### src/rtl/alu_arb_pkg.sv
// Shared types and constants for the ALU arbiter and its tag FIFO.
// Default widths match the top-level parameter defaults (4 requesters, 8-bit data).
package alu_arb_pkg;

  localparam int NUM_REQ_DFLT    = 4;
  localparam int MAX_OUT_DFLT    = 4;
  localparam int DATA_WIDTH_DFLT = 8;
  localparam int SEL_WIDTH_DFLT  = 2;

  localparam int TAG_WIDTH = $clog2(NUM_REQ_DFLT);
  localparam int CNT_WIDTH = $clog2(MAX_OUT_DFLT) + 1;

  localparam logic [1:0] OP_ADD  = 2'b00;
  localparam logic [1:0] OP_SUB  = 2'b01;
  localparam logic [1:0] OP_INC  = 2'b10;
  localparam logic [1:0] OP_NONE = 2'b11;

  typedef struct packed {
    logic [DATA_WIDTH_DFLT-1:0] data_1;
    logic [DATA_WIDTH_DFLT-1:0] data_2;
    logic [SEL_WIDTH_DFLT-1:0]  sel;
  } alu_op_t;

endpackage

### src/rtl/alu_arb_tag_fifo.sv
// In-order FIFO of requester tags for ops issued to the ALU but not yet returned.
// full/empty derive from the registered count, so a pop never frees a slot in its own cycle.
module alu_arb_tag_fifo
  import alu_arb_pkg::*;
#(
  parameter int DEPTH = MAX_OUT_DFLT,
  parameter int WIDTH = TAG_WIDTH,
  parameter int CNT_W = CNT_WIDTH
) (
  input  logic             clk,
  input  logic             rst_n,
  input  logic             push,
  input  logic [WIDTH-1:0] din,
  input  logic             pop,
  output logic [WIDTH-1:0] dout,
  output logic             full,
  output logic             empty,
  output logic [CNT_W-1:0] count
);

  localparam int AW = $clog2(DEPTH);

  logic [WIDTH-1:0] mem [DEPTH];
  logic [AW-1:0]    wr_ptr_reg;
  logic [AW-1:0]    rd_ptr_reg;
  logic [CNT_W-1:0] count_reg;
  logic             push_ok;
  logic             pop_ok;

  assign full    = (count_reg == CNT_W'(DEPTH));
  assign empty   = (count_reg == '0);
  assign count   = count_reg;
  assign dout    = mem[rd_ptr_reg];
  assign push_ok = push && !full;
  assign pop_ok  = pop && !empty;

  always_ff @(posedge clk) begin
    if (push_ok) mem[wr_ptr_reg] <= din;
  end

  always_ff @(posedge clk or negedge rst_n) begin
    if (!rst_n) begin
      wr_ptr_reg <= '0;
      rd_ptr_reg <= '0;
      count_reg  <= '0;
    end else begin
      if (push_ok) wr_ptr_reg <= wr_ptr_reg + 1'b1;
      if (pop_ok)  rd_ptr_reg <= rd_ptr_reg + 1'b1;
      case ({push_ok, pop_ok})
        2'b10:   count_reg <= count_reg + 1'b1;
        2'b01:   count_reg <= count_reg - 1'b1;
        default: count_reg <= count_reg;
      endcase
    end
  end

endmodule

### src/rtl/alu_arbiter.sv
// Round-robin arbiter sharing one 2-stage ALU between NUM_REQ requesters; results routed back by tag.
// Define ALU_ARB_HIPRI_EN to give requester 0 absolute priority over the round-robin group.
module alu_arbiter
  import alu_arb_pkg::*;
#(
  parameter int NUM_REQ         = 4,
  parameter int DATA_WIDTH      = 8,
  parameter int SEL_WIDTH       = 2,
  parameter int MAX_OUTSTANDING = 4
) (
  input  logic                          clk,
  input  logic                          rst_n,
  input  logic [NUM_REQ-1:0]            req_valid_i,
  output logic [NUM_REQ-1:0]            req_ready_o,
  input  logic [NUM_REQ*DATA_WIDTH-1:0] req_data_1_i,
  input  logic [NUM_REQ*DATA_WIDTH-1:0] req_data_2_i,
  input  logic [NUM_REQ*SEL_WIDTH-1:0]  req_sel_i,
  output logic                          alu_valid_o,
  output logic [DATA_WIDTH-1:0]         alu_data_1_o,
  output logic [DATA_WIDTH-1:0]         alu_data_2_o,
  output logic [SEL_WIDTH-1:0]          alu_sel_o,
  input  logic                          alu_valid_i,
  input  logic [DATA_WIDTH:0]           alu_data_i,
  output logic [NUM_REQ-1:0]            rsp_valid_o,
  output logic [DATA_WIDTH:0]           rsp_data_o,
  output logic                          busy_o,
  output logic                          err_o
);

  localparam int TW = $clog2(NUM_REQ);
  localparam int CW = $clog2(MAX_OUTSTANDING) + 1;
`ifdef ALU_ARB_HIPRI_EN
  localparam bit HIPRI = 1'b1;
`else
  localparam bit HIPRI = 1'b0;
`endif

  logic [DATA_WIDTH-1:0] data_1_arr [NUM_REQ];
  logic [DATA_WIDTH-1:0] data_2_arr [NUM_REQ];
  logic [SEL_WIDTH-1:0]  sel_arr    [NUM_REQ];

  genvar gi;
  generate
    for (gi = 0; gi < NUM_REQ; gi++) begin : g_unpack
      assign data_1_arr[gi] = req_data_1_i[gi*DATA_WIDTH +: DATA_WIDTH];
      assign data_2_arr[gi] = req_data_2_i[gi*DATA_WIDTH +: DATA_WIDTH];
      assign sel_arr[gi]    = req_sel_i[gi*SEL_WIDTH +: SEL_WIDTH];
    end
  endgenerate

  logic [TW-1:0]         ptr_reg;
  logic                  alu_valid_reg;
  logic [DATA_WIDTH-1:0] alu_data_1_reg;
  logic [DATA_WIDTH-1:0] alu_data_2_reg;
  logic [SEL_WIDTH-1:0]  alu_sel_reg;
  logic [NUM_REQ-1:0]    rsp_valid_reg;
  logic [DATA_WIDTH:0]   rsp_data_reg;
  logic                  err_reg;

  logic [TW-1:0] grant_idx;
  logic [TW-1:0] cand;
  logic          grant_any;
  logic          transfer;
  logic          fifo_full;
  logic          fifo_empty;
  logic [TW-1:0] fifo_dout;
  logic [CW-1:0] fifo_count;

  // Scan ptr+1 .. ptr+NUM_REQ; with high priority, requester 0 preempts and is left out of the scan.
  always_comb begin
    grant_any = 1'b0;
    grant_idx = '0;
    cand      = '0;
    if (HIPRI && req_valid_i[0]) begin
      grant_any = 1'b1;
    end else begin
      for (int i = 1; i <= NUM_REQ; i++) begin
        cand = TW'((int'(ptr_reg) + i) % NUM_REQ);
        if (!grant_any && req_valid_i[cand] && !(HIPRI && cand == '0)) begin
          grant_any = 1'b1;
          grant_idx = cand;
        end
      end
    end
  end

  // Ready is masked by rst_n so the outputs read zero while reset is asserted.
  assign transfer    = grant_any && !fifo_full && rst_n;
  assign req_ready_o = transfer ? (NUM_REQ'(1) << grant_idx) : '0;

  alu_arb_tag_fifo #(
    .DEPTH (MAX_OUTSTANDING),
    .WIDTH (TW),
    .CNT_W (CW)
  ) u_tag_fifo (
    .clk   (clk),
    .rst_n (rst_n),
    .push  (transfer),
    .din   (grant_idx),
    .pop   (alu_valid_i),
    .dout  (fifo_dout),
    .full  (fifo_full),
    .empty (fifo_empty),
    .count (fifo_count)
  );

  always_ff @(posedge clk or negedge rst_n) begin
    if (!rst_n) begin
      ptr_reg        <= '0;
      alu_valid_reg  <= 1'b0;
      alu_data_1_reg <= '0;
      alu_data_2_reg <= '0;
      alu_sel_reg    <= '0;
      rsp_valid_reg  <= '0;
      rsp_data_reg   <= '0;
      err_reg        <= 1'b0;
    end else begin
      alu_valid_reg <= transfer;
      if (transfer) begin
        alu_data_1_reg <= data_1_arr[grant_idx];
        alu_data_2_reg <= data_2_arr[grant_idx];
        alu_sel_reg    <= sel_arr[grant_idx];
        if (!(HIPRI && grant_idx == '0)) ptr_reg <= grant_idx;
      end
      rsp_valid_reg <= '0;
      if (alu_valid_i) begin
        if (fifo_empty) begin
          err_reg <= 1'b1;
        end else begin
          rsp_valid_reg <= NUM_REQ'(1) << fifo_dout;
          rsp_data_reg  <= alu_data_i;
        end
      end
    end
  end

  assign alu_valid_o  = alu_valid_reg;
  assign alu_data_1_o = alu_data_1_reg;
  assign alu_data_2_o = alu_data_2_reg;
  assign alu_sel_o    = alu_sel_reg;
  assign rsp_valid_o  = rsp_valid_reg;
  assign rsp_data_o   = rsp_data_reg;
  assign err_o        = err_reg;
  assign busy_o       = (fifo_count != '0) || alu_valid_reg || (rsp_valid_reg != '0);

endmodule
### config.mk
export PLATFORM = sky130hd
export DESIGN_NAME = alu_arbiter
export DESIGN_NICKNAME = d
export VERILOG_FILES = /design/src/rtl/alu_arb_pkg.sv /design/src/rtl/alu_arb_tag_fifo.sv /design/src/rtl/alu_arbiter.sv
export SDC_FILE = /design/constraint.sdc
export NUM_CORES = 1
export LEC_CHECK = 0
export BUFFER_PORTS_ARGS = -buffer_cell sky130_fd_sc_hd__buf_4
export CORE_ASPECT_RATIO = 1.4
export CORE_MARGIN = 3
export CORE_UTILIZATION = 42
export CTS_CLUSTER_DIAMETER = 200
export DETAILED_ROUTE_END_ITERATION = 12
export PLACE_DENSITY = 0.75
export SLEW_MARGIN = 20
export SYNTH_ARGS = -nofsm -noshare
export SYNTH_HDL_FRONTEND = slang
export SYNTH_SLANG_ARGS = --single-unit
### constraint.sdc
create_clock -name clk -period 2 [get_ports clk]
set_clock_uncertainty 0.05 [all_clocks]
set_input_delay 0.2 -clock clk [delete_from_list [all_inputs] [get_ports clk]]
set_output_delay 0.2 -clock clk [all_outputs]
set_load 0.005 [all_outputs]
==> impl_metrics.env <==
export IMPL_topRoutingLayerUsed="met4"
export IMPL_gr_total_overflow=0
export IMPL_period_needed_ns=2.02
export IMPL_yosysTopAreaCell="dfrtp_1"
export IMPL_hpwl_um=5460
export IMPL_postSynthCellCount=250
export IMPL_maxSlewHeadroom_pct=63.8
export IMPL_drive_gt1_share_pct=50.6
export IMPL_diodes=0
export IMPL_clk_latency_ns=0.31
export IMPL_ios=126
export IMPL_ys_seq_elements=50
export IMPL_dieArea_um2=7250
export IMPL_cp_max_fo=4
export IMPL_syn_nets=344
export IMPL_cp_end_kind="flip-flop"
export IMPL_die_w_um=72.8
export IMPL_hold_violations=0
export IMPL_p_leak_nw=2.05
export IMPL_clk_pin_slew_ns=0.09
export IMPL_fin_setup_tns_ns=-0.0803
export IMPL_wirelength_um=7680
export IMPL_cp_arrival_ns=2.17
export IMPL_core_area_um2=5950
export IMPL_hold_path_class="in2reg"
export IMPL_cp_num_buf_inv=2
export IMPL_start_util_pct=44.1
export IMPL_synthArstFlopShare_pct=84.0
export IMPL_slew_viol_final=0
export IMPL_grt_max_degree=43
export IMPL_synth_top_area_share_pct=40.0
export IMPL_area_delta_synth_final_pct=60.5
export IMPL_drt_iter0_markers=66
export IMPL_synth_cell_type_count=37
export IMPL_vias=2535
export IMPL_num_rows=33
export IMPL_synth_warnings=0
export IMPL_die_h_um=99.5
export IMPL_synth_main_ff_cell="dfrtp_1"
export IMPL_hold_ws_ns=0.0248
export IMPL_cts_path_max_buffers=2
export IMPL_synth_most_common_cell="dfrtp_1"
export IMPL_route_met3_wl_um=548
export IMPL_fmax_mhz=495
export IMPL_setup_viol=7
export IMPL_largest_reg_flops=9
export IMPL_max_vdd_ir_drop_uv=636
export IMPL_cp_slowest_stage_delay_ns=0.46
export IMPL_status="finished with violations"
export IMPL_grt_pass1_wl_um=11700
export IMPL_cp_top_family="compound AO/OA/AOI/OAI gates"
export IMPL_io_buffers=125
export IMPL_synth_area_um2=2630
export IMPL_routedWlPerCell_um=16.1
export IMPL_grt_pass1_vias=2626
export IMPL_clock_sinks=50
export IMPL_crit_slowest_cell="dfrtp_2"
export IMPL_rsz0062_at_grt="true"
export IMPL_synth_area_per_cell_um2=10.5
export IMPL_viasPerCell=5.31
export IMPL_first_pass_iters=4
export IMPL_fin_ws_ns=-0.0219
export IMPL_num_fill_cells=472
export IMPL_synth_edf_count=8
export IMPL_wl_met1_um=2910
export IMPL_cp_start_kind="flip-flop"
export IMPL_seq_area_frac_synth_pct=49.2
export IMPL_antenna_found_initial=0
export IMPL_violations="negative setup slack"
export IMPL_fin_nets=500
export IMPL_grt_total_usage_pct=20.5
export IMPL_cts_root_buf="clkbuf_8"
export IMPL_synthTopCellsByArea="dfrtp_1 (40%), edfxtp_1 (9.2%), nand2_1 (5.1%)"
export IMPL_gp_congestion=0.829
export IMPL_critPathKind="reg2reg"
export IMPL_fin_crit_sh_pct=101
export IMPL_routed_wl_met2_um=4070
export IMPL_synth_common_cells="dfrtp_1 (42), nand2_1 (36), nand3_1 (19)"
export IMPL_required_ns=2.15
export IMPL_drc=0
export IMPL_p_per_area_nw_per_um2=1290
export IMPL_worst_slew_pin_slew_ns=0.543
export IMPL_antenna_left=0
export IMPL_cts_max_level=2
export IMPL_max_cap_viol_count=0
export IMPL_cts_made_buffers=5
export IMPL_cts_tree="built"
export IMPL_path_cells="buf_6 > nand3b_1 > o21a_1 > o21a_2 > clkbuf_16 > mux2_4 > a221o_1"
-- cell families after synthesis --
group,Yosys count,synth area share [%]
buf+inv,26,5.10
mux,22,9.68
compound gates,55,15.8
fa+ha+maj,6,3.15
simple gates,85,15.1
xor+xnor,6,2.00
flops,50,49.2
-- through the flow --
step | utilization [%] | setup WS [ns] | power (mW) | cell area (µm²) | instances
floorplan | - | -0.0796 | 3.13 | 2650 | 250
global placement | 63.8 | -0.0194 | 4.20 | 3790 | 453
detailed placement | 63.8 | -0.0595 | 4.28 | 3790 | 453
CTS | 67.8 | -0.00491 | 5.17 | 4030 | 468
global route | 70.9 | -0.0906 | 5.80 | 4210 | 477
finish | 70.9 | -0.0219 | 5.44 | 4210 | 477
-- worst reg2reg max path, stage by stage, from the launching register on --
cell and delay (ns):
dfrtp_2 0.46, buf_6 0.14, nand3b_1 0.12, o21a_1 0.19, o21a_2 0.21, clkbuf_16 0.16
mux2_4 0.29, a221o_1 0.29
-- layout make-up --
type	instances	area (µm²)	share of cell area [%]
tap	70	87.6	2.08
multi-input combinational	174	1340	31.9
clock inverter	2	17.5	0.416
clock buffer	6	82.6	1.96
timing repair buffer	166	1360	32.2
inverter	9	33.8	0.802
sequential	50	1290	30.7
-- repair_timing --
item                                    in CTS  in global routing
cloned                                       1                  1
endpoints found under the setup margin       4                 13
endpoints found under the hold margin       42                  0
hold buffers                                 1                  0
setup buffers                                5                  9
resized for setup                           14                 26
pin swaps                                    0                 14
-- report_power, final --
part / internal, mW / switching, mW / total, mW
combinational: 1.73 / 1.33 / 3.06
clock: 0.285 / 0.353 / 0.638
sequential: 1.47 / 0.274 / 1.74
total: 3.48 / 1.96 / 5.44
-- metal layers --
metal	global-route usage, %	vias to the layer above
met3	5.06	13
met4	6.68	0
met1	22.8	1208
li1	-	1213
met2	37.5	101
met5	0	-
-- worst paths after layout --
check                              start                  end  slack [ns]  cells past startpoint
setup / recovery              ptr_reg[1]      alu_data_2_o[6]       -0.02                      7
hold / removal             alu_data_i[4]        rsp_data_o[4]        0.02                      3
setup reg to reg              ptr_reg[1]      alu_data_2_o[6]       -0.02                      7
hold reg to reg                    err_o                err_o        0.42                      1
max in group asynchronous          rst_n           ptr_reg[1]        1.02                      3
min in group asynchronous          rst_n  u_tag_fifo.count[1]        0.48                      3
-- placed cells by master (no fill, tap or decap), types with 3 or more instances in the layout --
master,netlist,final
nand2b_1,5,4
nor2_4,0,3
o211ai_1,11,11
inv_1,8,7
buf_4,1,153
and2_1,4,4
xnor2_1,5,5
dfrtp_1,42,41
clkbuf_8,0,6
edfxtp_1,8,8
nor2_2,0,3
nand3_1,19,19
o21ai_0,9,9
mux2i_1,13,12
a32oi_1,11,11
nand2_1,36,35
nor2_1,11,5
a221o_1,7,7
mux2_4,0,7
buf_6,4,7
ha_1,5,4
buf_12,0,3
a21oi_1,9,9
Note: power is estimated with default switching activity, not from simulation.
